==> src/rtl/seg_scan_ctrl.sv <==
// seg_scan_ctrl -- four-digit multiplexed 7-segment scan controller.
//
// A new BCD value is captured into a pending register on load and is
// promoted to the display register only at the digit-3 -> digit-0 wrap,
// so a frame never shows a mix of old and new digits. Each digit slot
// consists of GUARD all-off cycles followed by SCAN_DIV lit cycles.
//
// Ports:
//   clk        single clock, rising edge
//   reset      asynchronous, active-high
//   load       capture request for value (sampled every edge)
//   value      four BCD nibbles, [3:0] = digit 0 (rightmost)
//   blank_lz   leading-zero blanking enable, used live
//   ack        one-cycle pulse after each captured load
//   bcd        nibble for the shared 7-segment decoder
//   digit_en   active-low one-hot digit enables, bit k = digit k
//   frame_done one-cycle pulse after each digit 3 -> 0 wrap
//
// Handshake: load has no back-pressure. Every edge that sees load=1
// captures value, and ack is high in the cycle after that edge. Repeated
// loads before a wrap simply overwrite the pending value.
module seg_scan_ctrl #(
  parameter int SCAN_DIV = 50000,
  parameter int GUARD    = 2
) (
  input  logic        clk,
  input  logic        reset,
  input  logic        load,
  input  logic [15:0] value,
  input  logic        blank_lz,
  output logic        ack,
  output logic [3:0]  bcd,
  output logic [3:0]  digit_en,
  output logic        frame_done
);

  localparam int PW = $clog2(SCAN_DIV);
  localparam int GW = (GUARD > 1) ? $clog2(GUARD) : 1;
  localparam logic [PW-1:0] PRE_LAST = PW'(SCAN_DIV - 1);
  localparam logic [GW-1:0] GRD_LAST = GW'(GUARD - 1);

  typedef enum logic {
    ST_GUARD = 1'b0,
    ST_SHOW  = 1'b1
  } state_t;

  state_t        state;
  state_t        state_next;
  logic [GW-1:0] guard_cnt;
  logic [PW-1:0] pre_cnt;
  logic [1:0]    idx;
  logic [15:0]   pend_val;
  logic          pend;
  logic [15:0]   disp;

  logic          guard_done;
  logic          slot_done;
  logic          wrap;
  logic [3:0]    nib;
  logic          lead_zero;
  logic          blank;

  // State register
  always_ff @(posedge clk or posedge reset) begin
    if (reset) state <= ST_GUARD;
    else       state <= state_next;
  end

  // Next state, slot timing strobes and display outputs
  always_comb begin
    state_next = state;
    guard_done = 1'b0;
    slot_done  = 1'b0;
    digit_en   = 4'b1111;

    case (state)
      ST_GUARD: begin
        if (guard_cnt == GRD_LAST) begin
          guard_done = 1'b1;
          state_next = ST_SHOW;
        end
      end
      ST_SHOW: begin
        if (pre_cnt == PRE_LAST) begin
          slot_done  = 1'b1;
          state_next = ST_GUARD;
        end
      end
      default: state_next = ST_GUARD;
    endcase

    wrap = slot_done && (idx == 2'd3);

    // bcd follows the index in both states so the decoder has settled
    // by the time the digit is switched on.
    nib = disp[{idx, 2'b00} +: 4];
    bcd = nib;

    // A digit is a leading zero when it and every digit above it are zero;
    // digit 0 is never treated as leading.
    case (idx)
      2'd1:    lead_zero = (disp[15:4] == 12'h000);
      2'd2:    lead_zero = (disp[15:8] == 8'h00);
      2'd3:    lead_zero = (disp[15:12] == 4'h0);
      default: lead_zero = 1'b0;
    endcase

    blank = (nib > 4'd9) || (blank_lz && lead_zero);

    if (state == ST_SHOW && !blank) digit_en = ~(4'b0001 << idx);
  end

  // Counters, digit index and value registers
  always_ff @(posedge clk or posedge reset) begin
    if (reset) begin
      guard_cnt  <= '0;
      pre_cnt    <= '0;
      idx        <= 2'd0;
      pend_val   <= 16'h0000;
      pend       <= 1'b0;
      disp       <= 16'h0000;
      ack        <= 1'b0;
      frame_done <= 1'b0;
    end else begin
      ack        <= load;
      frame_done <= wrap;

      if (state == ST_GUARD && !guard_done) guard_cnt <= guard_cnt + 1'b1;
      else if (slot_done)                   guard_cnt <= '0;

      if (guard_done)                          pre_cnt <= '0;
      else if (state == ST_SHOW && !slot_done) pre_cnt <= pre_cnt + 1'b1;

      if (slot_done) idx <= idx + 2'd1;

      // At a wrap the old pending value is promoted before a coincident
      // load refills pending, so neither value is lost.
      if (wrap && pend) disp <= pend_val;

      if (load) begin
        pend_val <= value;
        pend     <= 1'b1;
      end else if (wrap) begin
        pend     <= 1'b0;
      end
    end
  end

endmodule

==> config.mk <==
export PLATFORM = sky130hd
export DESIGN_NAME = seg_scan_ctrl
export DESIGN_NICKNAME = d
export VERILOG_FILES = /design/src/rtl/seg_scan_ctrl.sv
export SDC_FILE = /design/constraint.sdc
export NUM_CORES = 1
export LEC_CHECK = 0
export ABC_AREA = 1
export CAP_MARGIN = 20
export CORE_MARGIN = 1.5
export CORE_UTILIZATION = 40
export CTS_BUF_LIST = sky130_fd_sc_hd__clkbuf_2 sky130_fd_sc_hd__clkbuf_4 sky130_fd_sc_hd__clkbuf_8
export DETAILED_ROUTE_END_ITERATION = 10
export PLACE_DENSITY_LB_ADDON = 0.05
export SYNTH_ARGS = -nofsm -noshare
export SYNTH_HDL_FRONTEND = slang
export SYNTH_SLANG_ARGS = --single-unit
export TNS_END_PERCENT = 30
==> constraint.sdc <==
create_clock -name clk -period 1.72 [get_ports clk]
set_input_delay 0.344 -clock clk [delete_from_list [all_inputs] [get_ports clk]]
set_output_delay 0.344 -clock clk [all_outputs]
set_load 0.01 [all_outputs]
## After elaboration in Yosys (flattened, before gate mapping)

Cells that the tools add are included.

| word-level totals | value |
|---|---|
| flip-flop bits (word level) | 55 |
| bits of input ports | 20 |
| output and inout bits | 10 |
| logic and storage cells | 51 |

| operators by class | value |
|---|---|
| $add $sub $neg | 3 |
| $lt $le $gt $ge | 1 |
| equal/unequal tests | 4 |
| shifts and indexed selects | 2 |
| multiplexer cells | 14 |
| bitwise logic cells | 2 |
| reductions and logical operators | 16 |

Operators with widths:

| kind | count |
|---|---|
| two-way mux 16 bit | 2 |
| adder 16 x 1 -> 16 bit (second input constant) | 1 |
| == test 16 bit (second input constant) | 1 |
| indexed part select 16 x 5 -> 4 bit | 1 |
| zero test 12 bit | 1 |
| two-way mux 1 bit | 9 |
| zero test 8 bit | 1 |
| logical AND 1 bit | 6 |
| nonzero test 2 bit | 3 |
| == test 2 bit (second input constant) | 2 |
| greater-than comparator 4 bit (second input constant) | 1 |
| zero test 4 bit | 1 |
| two-way mux 4 bit | 1 |
| NOT 4 bit | 1 |
| left shift 1 x 2 -> 4 bit (first input constant) | 1 |
| zero test 1 bit | 3 |
| one-hot mux 1 bit (3 select lines) | 1 |
| adder 2 x 1 -> 2 bit (second input constant) | 1 |
| == test 2 x 1 -> 1 bit (second input constant) | 1 |
| one-hot mux 1 bit (2 select lines) | 1 |
| adder 1 bit (second input constant) | 1 |
| logical OR 1 bit | 1 |
| NOT 1 bit | 1 |

## Longest topological paths before layout

Gate-level depths: netlist (run 1).

| logic depth | value |
|---|---|
| depth in word-level cells | 7 |
| depth in mapped cells | 9 |
| gate-level depth less buffers | 8 |

## Least setup slack after synthesis (run 1)

Ideal clock, no wire load.

| path | value |
|---|---|
| kind | reg2out |
| start | register idx[0] |
| end | output digit_en[0] |
| arrival | 1345 ps |
| required time | 1376 ps |
| slack | 31 ps |
| stages on the path, launching flop included | 9 |
| path buffers | 1 |
| path through | dfrtp_1 -> buf_2 -> inv_2 -> ha_1 -> nor2_1 -> nand2_1 -> nor3b_1 -> nand2_1 -> nand3_1 |

| on the way | value |
|---|---|
| word-level cells in the longest chain between the ends | 7 |
| elaborated cells on any way between the ends | 13 |
| those cells by class | order compare (1); eq/ne (3); shift (2); mux (2); bitwise (1); reduce/logical (4) |

Ends and longest elaborated chain:

| what | RTL line | RTL |
|---|---|---|
| start, declared | 51 | `logic [1:0] idx;` |
| start signal, assigned | 134 | `if (slot_done) idx <= idx + 2'd1;` |
| branches (longest 6 deep; another with greater-than comparator 4 bit) | - |  |
| two-way mux 4 bit * | 110 | `if (state == ST_SHOW && !blank) digit_en = ~(4'b0001 << idx);` |
| end, declared | 33 | `output logic [3:0] digit_en,` |

Every way passes the cells marked *.

## Worst setup path in the final report (run 1)

| path | value |
|---|---|
| start | register idx[0] |
| end | output digit_en[1] |

The elaborated chain is that of the path after synthesis.

==> impl_metrics.yaml, run 1 <==
global_routing:
  grt_usage: 0.196
  grt_pass1_vias: 2388
  antenna_found_initial: 0
  grt_overflow_total: 0
  grt_pass1_wl_um: 11800
  grt_max_degree: 56
cts:
  numCtsBuffers: 5
  cts.clk_slew.worst_paths_ns: 0.10
  cts_tree: "done"
  worstSkewPairLatency_ns: 0.31
  h-tree-depth: 2
  clock_path_buffers: 2
  clkSinkCount: 55
  cts_root_buffer: "clkbuf_8"
status:
  violations: "negative setup slack"
  status: "finished with violations"
sta:
  maxSlewViolCount: 0
  fin_hold_ws_ns: 0.391
  max_freq_ghz: 0.501
  period_needed_ns: 1.99
  hold_viol: 0
  finalSetupViolations: 8
  fin_crit_sh: 1.16
  postLayoutSetupSlackWorst_ns: -0.274
  relSlewSlack: 0.700
  skew_ns: 0.00966
  rsz0062_at_grt: "yes"
  max_slew.worst_pin.slew_ns: 0.450
detailed_routing:
  drc_errors: 0
  viasPerCell: 4.86
  wl_um: 7100
  wl_per_cell_um: 13.1
  drtAntennaViolNets: 0
  vias: 2631
  drtIter0Drc: 225
  drtPass1Iterations: 4
setup_path:
  worstRegToRegCells: 8
  startpoint_type: "flip-flop"
  worst_setup_path_end_kind: "output pin"
  cp.arrival_ns: 1.65
  required_ns: 1.38
  critPathMaxFanout: 8
  worstSetupPathType: "reg2out"
floorplanning:
  core-area_mm2: 0.00691
  io_pins: 30
  initial_utilization: 0.420
  die_h_um: 88.1
  die-area_mm2: 0.00777
  die_w_um: 88.1
  rows: 30
synthesis:
  syn_nets: 410
  yosysWarnings: 0
  avgSynthCellArea_um2: 7.55
  ys_ff_latch: 55
  synth.cell_area_mm2: 0.00290
  ys_seq_area_frac: 0.475
  synth.distinct_cells: 27
  syn_inst: 384
layout:
  antenna_cells: 0
  drive_gt1_frac: 0.200
  stdcell_area_mm2: 0.00377
  nNetsFinal: 470
  area.growth.synth_to_final_pct: 30.1
power:
  netSwitchingFraction: 0.220
  pwr-share-seq: 0.575
  cellPowerDensity_mw_per_mm2: 620
  p_comb_frac: 0.053
  power_leakage_nw: 1.86
  ir_drop_uv: 460
  p_int_mw: 1.82
  clkPwrFrac: 0.371
  p_sw_mw: 0.515
placement:
  place_area_mm2: 0.00354
  io_buffers: 29
  gp_congestion: 0.811
  dpl.hpwl_um: 4970
hold_path:
  min_path_type: "in2async"
job:
  max-cap-violations: 0
cell type report:
class | count | area [um2]
flip-flops and latches | 55 | 1380
inverters | 23 | 86.3
multi-input cells | 293 | 1480
well taps | 96 | 120
clock inverters | 3 | 43.8
fillers | 722 | 3140
clock buffers | 5 | 68.8
repair buffers | 66 | 594
registers in the layout, indices dropped and copies added, names as in the netlist:
name	cells
ack	1
disp	16
frame_done	1
guard_cnt	1
idx	2
pend	1
pend_val	16
pre_cnt	16
state	1
kinds of logic (layout without fill, tap and decap cells):
logic type               Yosys count  after routing  share of synthesized area
XOR/XNOR                           5              5                     0.0151
AND/OR/NAND/NOR                  262            263                      0.394
adder cells (fa/ha/maj)            6              6                     0.0259
AO/OA/AOI/OAI                     19             19                     0.0341
flip-flops                        55             55                      0.475
buffers and inverters             37             97                     0.0565
worst max-delay path, stage by stage, from the launching register on:
cell and delay, ns:
dfrtp_1 0.41, inv_2 0.09, buf_12 0.15, nand2_2 0.06
nand3_2 0.06, nand2_2 0.08, nand2_2 0.07, a21oi_4 0.19
nand3_1 0.09, buf_2 0.14
cell usage in the layout (no fill, tap or decap), types with 2 or more instances in the layout:
master / count
nand2_2: 9
inv_2: 7
buf_2: 6
ha_1: 2
buf_12: 4
dfrtp_1: 55
inv_1: 15
o21ai_0: 12
nand2_1: 153
nand3_4: 2
nand3_2: 4
nor2_1: 33
ha_2: 2
o21ai_1: 3
clkbuf_8: 5
clkdlybuf4s50_1: 21
nor2_4: 2
nand4_1: 22
ha_4: 2
buf_6: 3
xor2_1: 5
nand2_4: 2
nand3_1: 31
buf_4: 32
metal layers:
layer	routed length, um	up-vias	global-route usage
li1	-	1352	-
met1	3740	1216	0.314
met2	2970	57	0.270
met3	333	6	0.0330
met4	62	0	0.0483
met5	0	-	0
power by group through the flow:
stage          combinational (mW)  sequential [mW]  clock, mW
2_1_floorplan              0.0578             1.37          0
3_3_place_gp                0.127             1.37          0
3_5_place_dp                0.129             1.37          0
4_1_cts                     0.130             1.35      0.902
5_1_grt                     0.143             1.35      0.946
6_report                    0.125             1.35      0.868
worst paths after layout:
path                                              start                      end  slack (ns)
max in group asynchronous                         reset   pre_cnt[8]$_DFFE_PP0P_        1.08
worst min register to register  pend_val[5]$_DFFE_PP0P_  pend_val[5]$_DFFE_PP0P_        0.48
worst max register to register   pre_cnt[1]$_DFFE_PP0P_     disp[12]$_DFFE_PP0P_        0.06
min in group clk                pend_val[5]$_DFFE_PP0P_  pend_val[5]$_DFFE_PP0P_        0.48
worst min-delay path                              reset   pre_cnt[3]$_DFFE_PP0P_        0.39
worst max-delay path                 idx[0]$_DFFE_PP0N_              digit_en[1]       -0.27
per-stage QoR:
| stage | setup TNS [ns] | instances | setup slack, ns | total power [mW] | util |
|---|---|---|---|---|---|
| 2_1_floorplan | 0 | 384 | 0.0310 | 1.42 | - |
| 3_3_place_gp | -1.60 | 529 | -0.325 | 1.50 | 0.512 |
| 3_5_place_dp | -1.80 | 529 | -0.363 | 1.50 | 0.512 |
| 4_1_cts | -1.48 | 538 | -0.266 | 2.38 | 0.539 |
| 5_1_grt | -2.53 | 541 | -0.389 | 2.44 | 0.546 |
| 6_report | -1.37 | 541 | -0.274 | 2.34 | 0.546 |
cell usage after synthesis:
cell | instances | area share
nand2_1 | 163 | 0.21
dfrtp_1 | 55 | 0.47
nand3_1 | 35 | 0.060
nor2_1 | 33 | 0.043
nand4_1 | 22 | 0.047
inv_1 | 19 | 0.025
o21ai_0 | 14 | 0.024
clkbuf_1 | 7 | 0.0091
ha_1 | 6 | 0.026
xor2_1 | 5 | 0.015
buf_4 | 4 | 0.010
inv_2 | 3 | 0.0039
buf_2 | 2 | 0.0035
nor2_4 | 2 | 0.0078
o21ai_1 | 2 | 0.0035
a21oi_1 | 1 | 0.0017
buf_6 | 1 | 0.0039
clkinv_1 | 1 | 0.0013
nand2_2 | 1 | 0.0022
nand3_4 | 1 | 0.0060
nand3b_2 | 1 | 0.0039
nor3_1 | 1 | 0.0017
nor3_4 | 1 | 0.0056
nor3b_1 | 1 | 0.0026
o21bai_1 | 1 | 0.0026
o22ai_1 | 1 | 0.0022
or2_2 | 1 | 0.0022
timing repair:
item,in CTS,in global routing
cloned,0,1
setup endpoints to repair,11,30
gates resized for setup,55,11
pin swaps,7,3
hold buffers,0,0
setup buffers,1,2
Power figures use the tool's default switching activity.
==> inputs of run 2 (changes only) <==
Settings changed: CTS_CLUSTER_SIZE set to 12, HOLD_SLACK_MARGIN set to 0.15.
==> results of run 2 <==
No change in the layout: final DEF, timing and power equal those of run 1.
==> inputs of run 3 (changes only) <==
Settings changed: CTS_CLUSTER_SIZE 12 to not set.
==> results of run 3 <==
No change in the layout: final DEF, timing and power equal those of run 1.
